### src/rtl/regfile_wb_arbiter.sv
// Two-requester writeback arbiter for the register file write port, with per-side FIFOs,
// round-robin arbitration that preserves same-register write order, and a pending-write query.
// Optional macro WB_FWD_EN adds rq_data, the youngest pending value for rq_reg.
module regfile_wb_arbiter #(
    parameter int DATA_W = 32,
    parameter int ADDR_W = 5,
    parameter int DEPTH  = 2,
    parameter int SEQ_W  = 4
) (
    input  logic              clk,
    input  logic              res,
    input  logic              a_valid,
    output logic              a_ready,
    input  logic [ADDR_W-1:0] a_reg,
    input  logic [DATA_W-1:0] a_data,
    input  logic              b_valid,
    output logic              b_ready,
    input  logic [ADDR_W-1:0] b_reg,
    input  logic [DATA_W-1:0] b_data,
    output logic              wr_en,
    output logic [ADDR_W-1:0] wr_reg,
    output logic [DATA_W-1:0] wr_data,
`ifdef WB_FWD_EN
    output logic [DATA_W-1:0] rq_data,
`endif
    input  logic [ADDR_W-1:0] rq_reg,
    output logic              rq_pending
);

    localparam int PW = (DEPTH > 1) ? $clog2(DEPTH) : 1;
    localparam int CW = PW + 1;
    localparam logic [CW-1:0] FULL_C = CW'(DEPTH);

    logic [ADDR_W-1:0] a_rmem_q [DEPTH];
    logic [DATA_W-1:0] a_dmem_q [DEPTH];
    logic [SEQ_W-1:0]  a_smem_q [DEPTH];
    logic [ADDR_W-1:0] b_rmem_q [DEPTH];
    logic [DATA_W-1:0] b_dmem_q [DEPTH];
    logic [SEQ_W-1:0]  b_smem_q [DEPTH];

    logic [PW-1:0]     a_wp_q, a_wp_d, a_rp_q, a_rp_d;
    logic [PW-1:0]     b_wp_q, b_wp_d, b_rp_q, b_rp_d;
    logic [CW-1:0]     a_cnt_q, a_cnt_d, b_cnt_q, b_cnt_d;
    logic [SEQ_W-1:0]  seq_q, seq_d, a_seq_new, b_seq_new;
    logic              favor_a_q, favor_a_d;
    logic              wr_en_q, wr_en_d;
    logic [ADDR_W-1:0] wr_reg_q, wr_reg_d;
    logic [DATA_W-1:0] wr_data_q, wr_data_d;

    logic              a_push, b_push, a_pop, b_pop, a_ne, b_ne;
    logic [ADDR_W-1:0] a_hreg, b_hreg;
    logic [DATA_W-1:0] a_hdata, b_hdata;
    logic [SEQ_W-1:0]  a_hseq, b_hseq;
    logic [DEPTH-1:0]  a_live, b_live;
    logic              rq_hit;

    // x is older than y when y - x, taken modulo 2^SEQ_W, is a small positive distance.
    function automatic logic seq_older(input logic [SEQ_W-1:0] x, input logic [SEQ_W-1:0] y);
        logic [SEQ_W-1:0] diff;
        diff = y - x;
        return !diff[SEQ_W-1];
    endfunction

    function automatic logic slot_live(input logic [PW-1:0] idx, input logic [PW-1:0] rp,
                                       input logic [CW-1:0] cnt);
        logic [PW-1:0] off;
        off = idx - rp;
        return {1'b0, off} < cnt;
    endfunction

    always_comb begin
        a_ready   = res && (a_cnt_q < FULL_C);
        b_ready   = res && (b_cnt_q < FULL_C);
        a_push    = a_valid && a_ready && (a_reg != '0);
        b_push    = b_valid && b_ready && (b_reg != '0);
        a_ne      = (a_cnt_q != '0);
        b_ne      = (b_cnt_q != '0);
        a_hreg    = a_rmem_q[a_rp_q];
        a_hdata   = a_dmem_q[a_rp_q];
        a_hseq    = a_smem_q[a_rp_q];
        b_hreg    = b_rmem_q[b_rp_q];
        b_hdata   = b_dmem_q[b_rp_q];
        b_hseq    = b_smem_q[b_rp_q];
        a_seq_new = seq_q;
        b_seq_new = seq_q + SEQ_W'(a_push);
        seq_d     = b_seq_new + SEQ_W'(b_push);
    end

    // Same-register heads go strictly by age; otherwise alternate with the last grant.
    always_comb begin
        a_pop = 1'b0;
        b_pop = 1'b0;
        if (a_ne && !b_ne) begin
            a_pop = 1'b1;
        end else if (b_ne && !a_ne) begin
            b_pop = 1'b1;
        end else if (a_ne && b_ne) begin
            if (a_hreg == b_hreg) begin
                if (seq_older(a_hseq, b_hseq)) a_pop = 1'b1;
                else                           b_pop = 1'b1;
            end else if (favor_a_q) begin
                a_pop = 1'b1;
            end else begin
                b_pop = 1'b1;
            end
        end
    end

    always_comb begin
        a_wp_d    = a_wp_q + PW'(a_push);
        a_rp_d    = a_rp_q + PW'(a_pop);
        a_cnt_d   = a_cnt_q + CW'(a_push) - CW'(a_pop);
        b_wp_d    = b_wp_q + PW'(b_push);
        b_rp_d    = b_rp_q + PW'(b_pop);
        b_cnt_d   = b_cnt_q + CW'(b_push) - CW'(b_pop);
        favor_a_d = a_pop ? 1'b0 : (b_pop ? 1'b1 : favor_a_q);
        wr_en_d   = a_pop || b_pop;
        wr_reg_d  = a_pop ? a_hreg  : (b_pop ? b_hreg  : wr_reg_q);
        wr_data_d = a_pop ? a_hdata : (b_pop ? b_hdata : wr_data_q);
    end

    always_ff @(posedge clk) begin
        if (a_push) begin
            a_rmem_q[a_wp_q] <= a_reg;
            a_dmem_q[a_wp_q] <= a_data;
            a_smem_q[a_wp_q] <= a_seq_new;
        end
        if (b_push) begin
            b_rmem_q[b_wp_q] <= b_reg;
            b_dmem_q[b_wp_q] <= b_data;
            b_smem_q[b_wp_q] <= b_seq_new;
        end
    end

    always_ff @(posedge clk or negedge res) begin
        if (!res) begin
            a_wp_q    <= '0;
            a_rp_q    <= '0;
            a_cnt_q   <= '0;
            b_wp_q    <= '0;
            b_rp_q    <= '0;
            b_cnt_q   <= '0;
            seq_q     <= '0;
            favor_a_q <= 1'b1;
            wr_en_q   <= 1'b0;
            wr_reg_q  <= '0;
            wr_data_q <= '0;
        end else begin
            a_wp_q    <= a_wp_d;
            a_rp_q    <= a_rp_d;
            a_cnt_q   <= a_cnt_d;
            b_wp_q    <= b_wp_d;
            b_rp_q    <= b_rp_d;
            b_cnt_q   <= b_cnt_d;
            seq_q     <= seq_d;
            favor_a_q <= favor_a_d;
            wr_en_q   <= wr_en_d;
            wr_reg_q  <= wr_reg_d;
            wr_data_q <= wr_data_d;
        end
    end

    assign wr_en   = wr_en_q;
    assign wr_reg  = wr_reg_q;
    assign wr_data = wr_data_q;

    always_comb begin
        a_live = '0;
        b_live = '0;
        for (int i = 0; i < DEPTH; i++) begin
            a_live[i] = slot_live(PW'(i), a_rp_q, a_cnt_q);
            b_live[i] = slot_live(PW'(i), b_rp_q, b_cnt_q);
        end
    end

    always_comb begin
        rq_hit = wr_en_q && (wr_reg_q == rq_reg);
        for (int i = 0; i < DEPTH; i++) begin
            if (a_live[i] && (a_rmem_q[i] == rq_reg)) rq_hit = 1'b1;
            if (b_live[i] && (b_rmem_q[i] == rq_reg)) rq_hit = 1'b1;
        end
        rq_pending = (rq_reg != '0) && rq_hit;
    end

`ifdef WB_FWD_EN
    logic              fwd_found;
    logic [SEQ_W-1:0]  fwd_dist, fwd_tmp;
    logic [DATA_W-1:0] fwd_val;

    // Youngest entry has the smallest distance back from the next sequence number.
    always_comb begin
        fwd_found = 1'b0;
        fwd_dist  = '0;
        fwd_tmp   = '0;
        fwd_val   = '0;
        if (wr_en_q && (wr_reg_q == rq_reg)) fwd_val = wr_data_q;
        for (int i = 0; i < DEPTH; i++) begin
            if (a_live[i] && (a_rmem_q[i] == rq_reg)) begin
                fwd_tmp = seq_q - a_smem_q[i];
                if (!fwd_found || (fwd_tmp < fwd_dist)) begin
                    fwd_found = 1'b1;
                    fwd_dist  = fwd_tmp;
                    fwd_val   = a_dmem_q[i];
                end
            end
            if (b_live[i] && (b_rmem_q[i] == rq_reg)) begin
                fwd_tmp = seq_q - b_smem_q[i];
                if (!fwd_found || (fwd_tmp < fwd_dist)) begin
                    fwd_found = 1'b1;
                    fwd_dist  = fwd_tmp;
                    fwd_val   = b_dmem_q[i];
                end
            end
        end
        rq_data = rq_pending ? fwd_val : '0;
    end
`endif

endmodule

### config.mk
export PLATFORM = sky130hd
export DESIGN_NAME = regfile_wb_arbiter
export DESIGN_NICKNAME = d
export VERILOG_FILES = /design/src/rtl/regfile_wb_arbiter.sv
export SDC_FILE = /design/constraint.sdc
export NUM_CORES = 1
export LEC_CHECK = 0
export CAP_MARGIN = 20
export CORE_MARGIN = 8
export CORE_UTILIZATION = 55
export DETAILED_ROUTE_END_ITERATION = 10
export GPL_ROUTABILITY_DRIVEN = 0
export PLACE_DENSITY = 0.9
export SLEW_MARGIN = 20
export SYNTH_ARGS = -nofsm -noshare
export SYNTH_HDL_FRONTEND = slang
export SYNTH_SLANG_ARGS = --single-unit
export TNS_END_PERCENT = 10
### constraint.sdc
create_clock -name clk -period 5.9 [get_ports clk]
set_clock_uncertainty 0.2 [all_clocks]
set_input_delay 0.885 -clock clk [delete_from_list [all_inputs] [get_ports clk]]
set_output_delay 0.885 -clock clk [all_outputs]
set_load 0.05 [all_outputs]
==> reports/qor.yml <==
status: "completed"
insertedDiodeCount: 0
drt_wl_total_um: 23100
period_share_pct: 73.4
rows: 48
power.density_nw_per_um2: 559
tritoncts: "built"
drc_errors: 0
synthSimpleGateAreaFrac_pct: 6.40
synth_top_area_share_pct: 51.2
synth_top_family_by_area: "compound AO/OA/AOI/OAI gates"
synth_cells: 682
mostFrequentLayoutCell: "edfxtp_1"
wl_per_cell_um: 22.4
fin_crit_ns: 4.33
reg2reg_to: "b_cnt_q[1]$_DFF_PN0_"
synth-compound-area-share_pct: 11.0
layout-drive-gt1-share_pct: 12.5
rsz0062_at_grt: "no"
ys_ff_latch: 215
synthArstFlopShare_pct: 23.7
synthFlopType: "edfxtp_1"
grt_max_degree: 54
setup_viol: 0
areaGrowthSynthToFinish_pct: 22.6
htreeDepth: 1
totalPowerFinal_mw: 6.60
min_to: "wr_data[29]$_DFFE_PN0P_"
grt_pass1_vias: 6592
r2r_slack_ns: 1.76
hold_depth: 1
post_cts_buffers: 0
drv_cap: 0
synth_mux_area_share_pct: 9.50
io-pin-count: 124
syn_avg_cell_area_um2: 14.1
synth_edf_count: 164
tightest_slew_ns: 1.08
die_area_um2: 22000
fmax_mhz: 231
grt_pass1_wl_um: 36000
syn_area_um2: 9620
r2r-start: "b_rp_q$_DFF_PN0_"
synth_adder_area_share_pct: 1.82
cts_hold_buffers: 0
yosys.area.top_type: "edfxtp_1"
clockRootBuffer: "clkbuf_16"
gr-total-overflow: 0
synth_xor_xnor_area_share_pct: 3.73
via_per_inst: 6.19
worstPathArrival_ns: 3.25
antenna_found_initial: 0
setup_slack_ns: 1.57
drt_iter0_drc: 541
die_y_um: 148
clk_pin_slew_ns: 0.06
peakVddDrop_mv: 0.298
via_count: 6378
tns_ns: 0
cp-start-kind: "input port"
hp-start: "wr_data[29]$_DFFE_PN0P_"
fp.coreArea_um2: 17200
cp.required_ns: 4.82
yosysSeqAreaShare_pct: 64.5
synth_fp_nets: 779
relSlewSlack_pct: 27.9
clk_latency_ns: 0.49
die_w_um: 148
path_class: "input port to primary output"
yosysUniqueCellTypes: 45
final_cell_mix: "164 x edfxtp_1, 122 x clkdlybuf4s50_1, 75 x o21ai_0, 48 x dfrtp_1, 41 x mux2i_1"
clock_sinks: 215
hold_violations: 0
antenna_left: 0
fillers: 1142
dpl.hpwl_um: 14600
worstSetupEndpointType: "primary output"
place_ws_ns: 1.54
ys_warn_count: 0
track_usage_pct: 20.7
nets: 887
reg2reg_depth: 12
drt_pass1_iterations: 5
crit_fanout: 6
cts_buffer_depth: 3
initial_core_util_pct: 56.0
min_path_type: "register to register"
synth.top_cells.by_area: "edfxtp_1 51%, dfrtp_1 13%, mux2i_1 4.3%"
slew_violations: 0
io_buffers: 123
cts_inserted_buffers: 22
p_leak_nw: 4.07
cts_resized: 0
layer usage:
| metal | vias up | GRT usage [%] | share of wire (%) |
|---|---|---|---|
| li1 | 2857 | - | - |
| met4 | 0 | 8.16 | 3.0 |
| met2 | 325 | 35.4 | 50 |
| met1 | 3141 | 25.2 | 39 |
| met5 | - | 0 | 0 |
| met3 | 55 | 4.41 | 8.2 |
final cells by class:
type | count | area [um2] | share of cell area (%)
repair buffers | 131 | 1290 | 10.9
flip-flops and latches | 215 | 6200 | 52.6
well taps | 225 | 282 | 2.39
inverters | 11 | 41.3 | 0.350
multi-input cells | 409 | 3220 | 27.3
clock buffers | 28 | 604 | 5.12
clock inverters | 12 | 156 | 1.33
stage by stage:
step                      hold slack [ns]  instance area (um2)  std cells  util (%)
final                               0.296                11800       1031      68.7
after global routing                0.311                11800       1031      68.7
after CTS                           0.294                11800       1030      68.5
after detailed placement            0.275                11000        990      64.1
after global placement              0.259                11000        990      63.9
after floorplan                     0.249                 9620        682         -
cell usage after synthesis, types with 2 or more instances:
master       n
a32o_1      32
o21a_1       2
edfxtp_1   164
a31oi_1      2
or2_2        2
mux2_4       2
mux2_2      36
xnor2_1     23
buf_6        8
o21ai_0     75
mux2i_1     41
buf_1        2
mux2i_4      3
clkbuf_1    28
o2111ai_1    2
a21o_1       3
nor2_1       8
nor4_1       3
nor3_1       4
nand2_1      6
buf_2        8
ha_1        14
inv_1       11
o211a_1      2
nor2b_1      4
xor2_1      18
o211ai_1     4
and3_1       3
o31ai_1      3
or4_1        3
or3_1       32
a21oi_1     37
dfrtp_1     50
nand3_1     36
worst max-delay path, stage by stage:
cell             delay [ns]
clkdlybuf4s50_1        0.60
xor2_1                 0.23
nor4_1                 0.30
nand3_1                0.11
o31ai_1                0.07
a31oi_1                0.07
a21oi_1                0.15
clkdlybuf4s50_1        0.83
power breakdown:
part,switching [mW],leakage (nW),internal (mW)
combinational,1.75,1.63,1.13
sequential,0.287,2.07,1.98
clock,0.551,0.368,0.897
total,2.59,4.07,4.01
how the worst max path moves through the flow:
stage	endpoint	start	slack [ns]	cells past startpoint
2_1_floorplan	a_cnt_q[1]$_DFF_PN0_	b_rp_q$_DFF_PN0_	2.18	15
3_3_place_gp	rq_pending	rq_reg[4]	1.63	8
3_5_place_dp	b_cnt_q[1]$_DFF_PN0_	b_rp_q$_DFF_PN0_	1.54	11
4_1_cts	b_cnt_q[1]$_DFF_PN0_	b_rp_q$_DFF_PN0_	1.52	11
5_1_grt	rq_pending	rq_reg[0]	1.39	8
6_report	rq_pending	rq_reg[0]	1.57	8
kinds of logic (layout without fill, tap and decap cells):
family                   count (synthesis)  count (layout)
buffers and inverters                   58             182
multiplexers                            82              82
AND/OR/NAND/NOR                        107             107
XOR/XNOR                                41              41
adder cells (fa/ha/maj)                 14              14
AO/OA/AOI/OAI                          165             165
flip-flops                             215             215
Power figures use the tool's default switching activity.
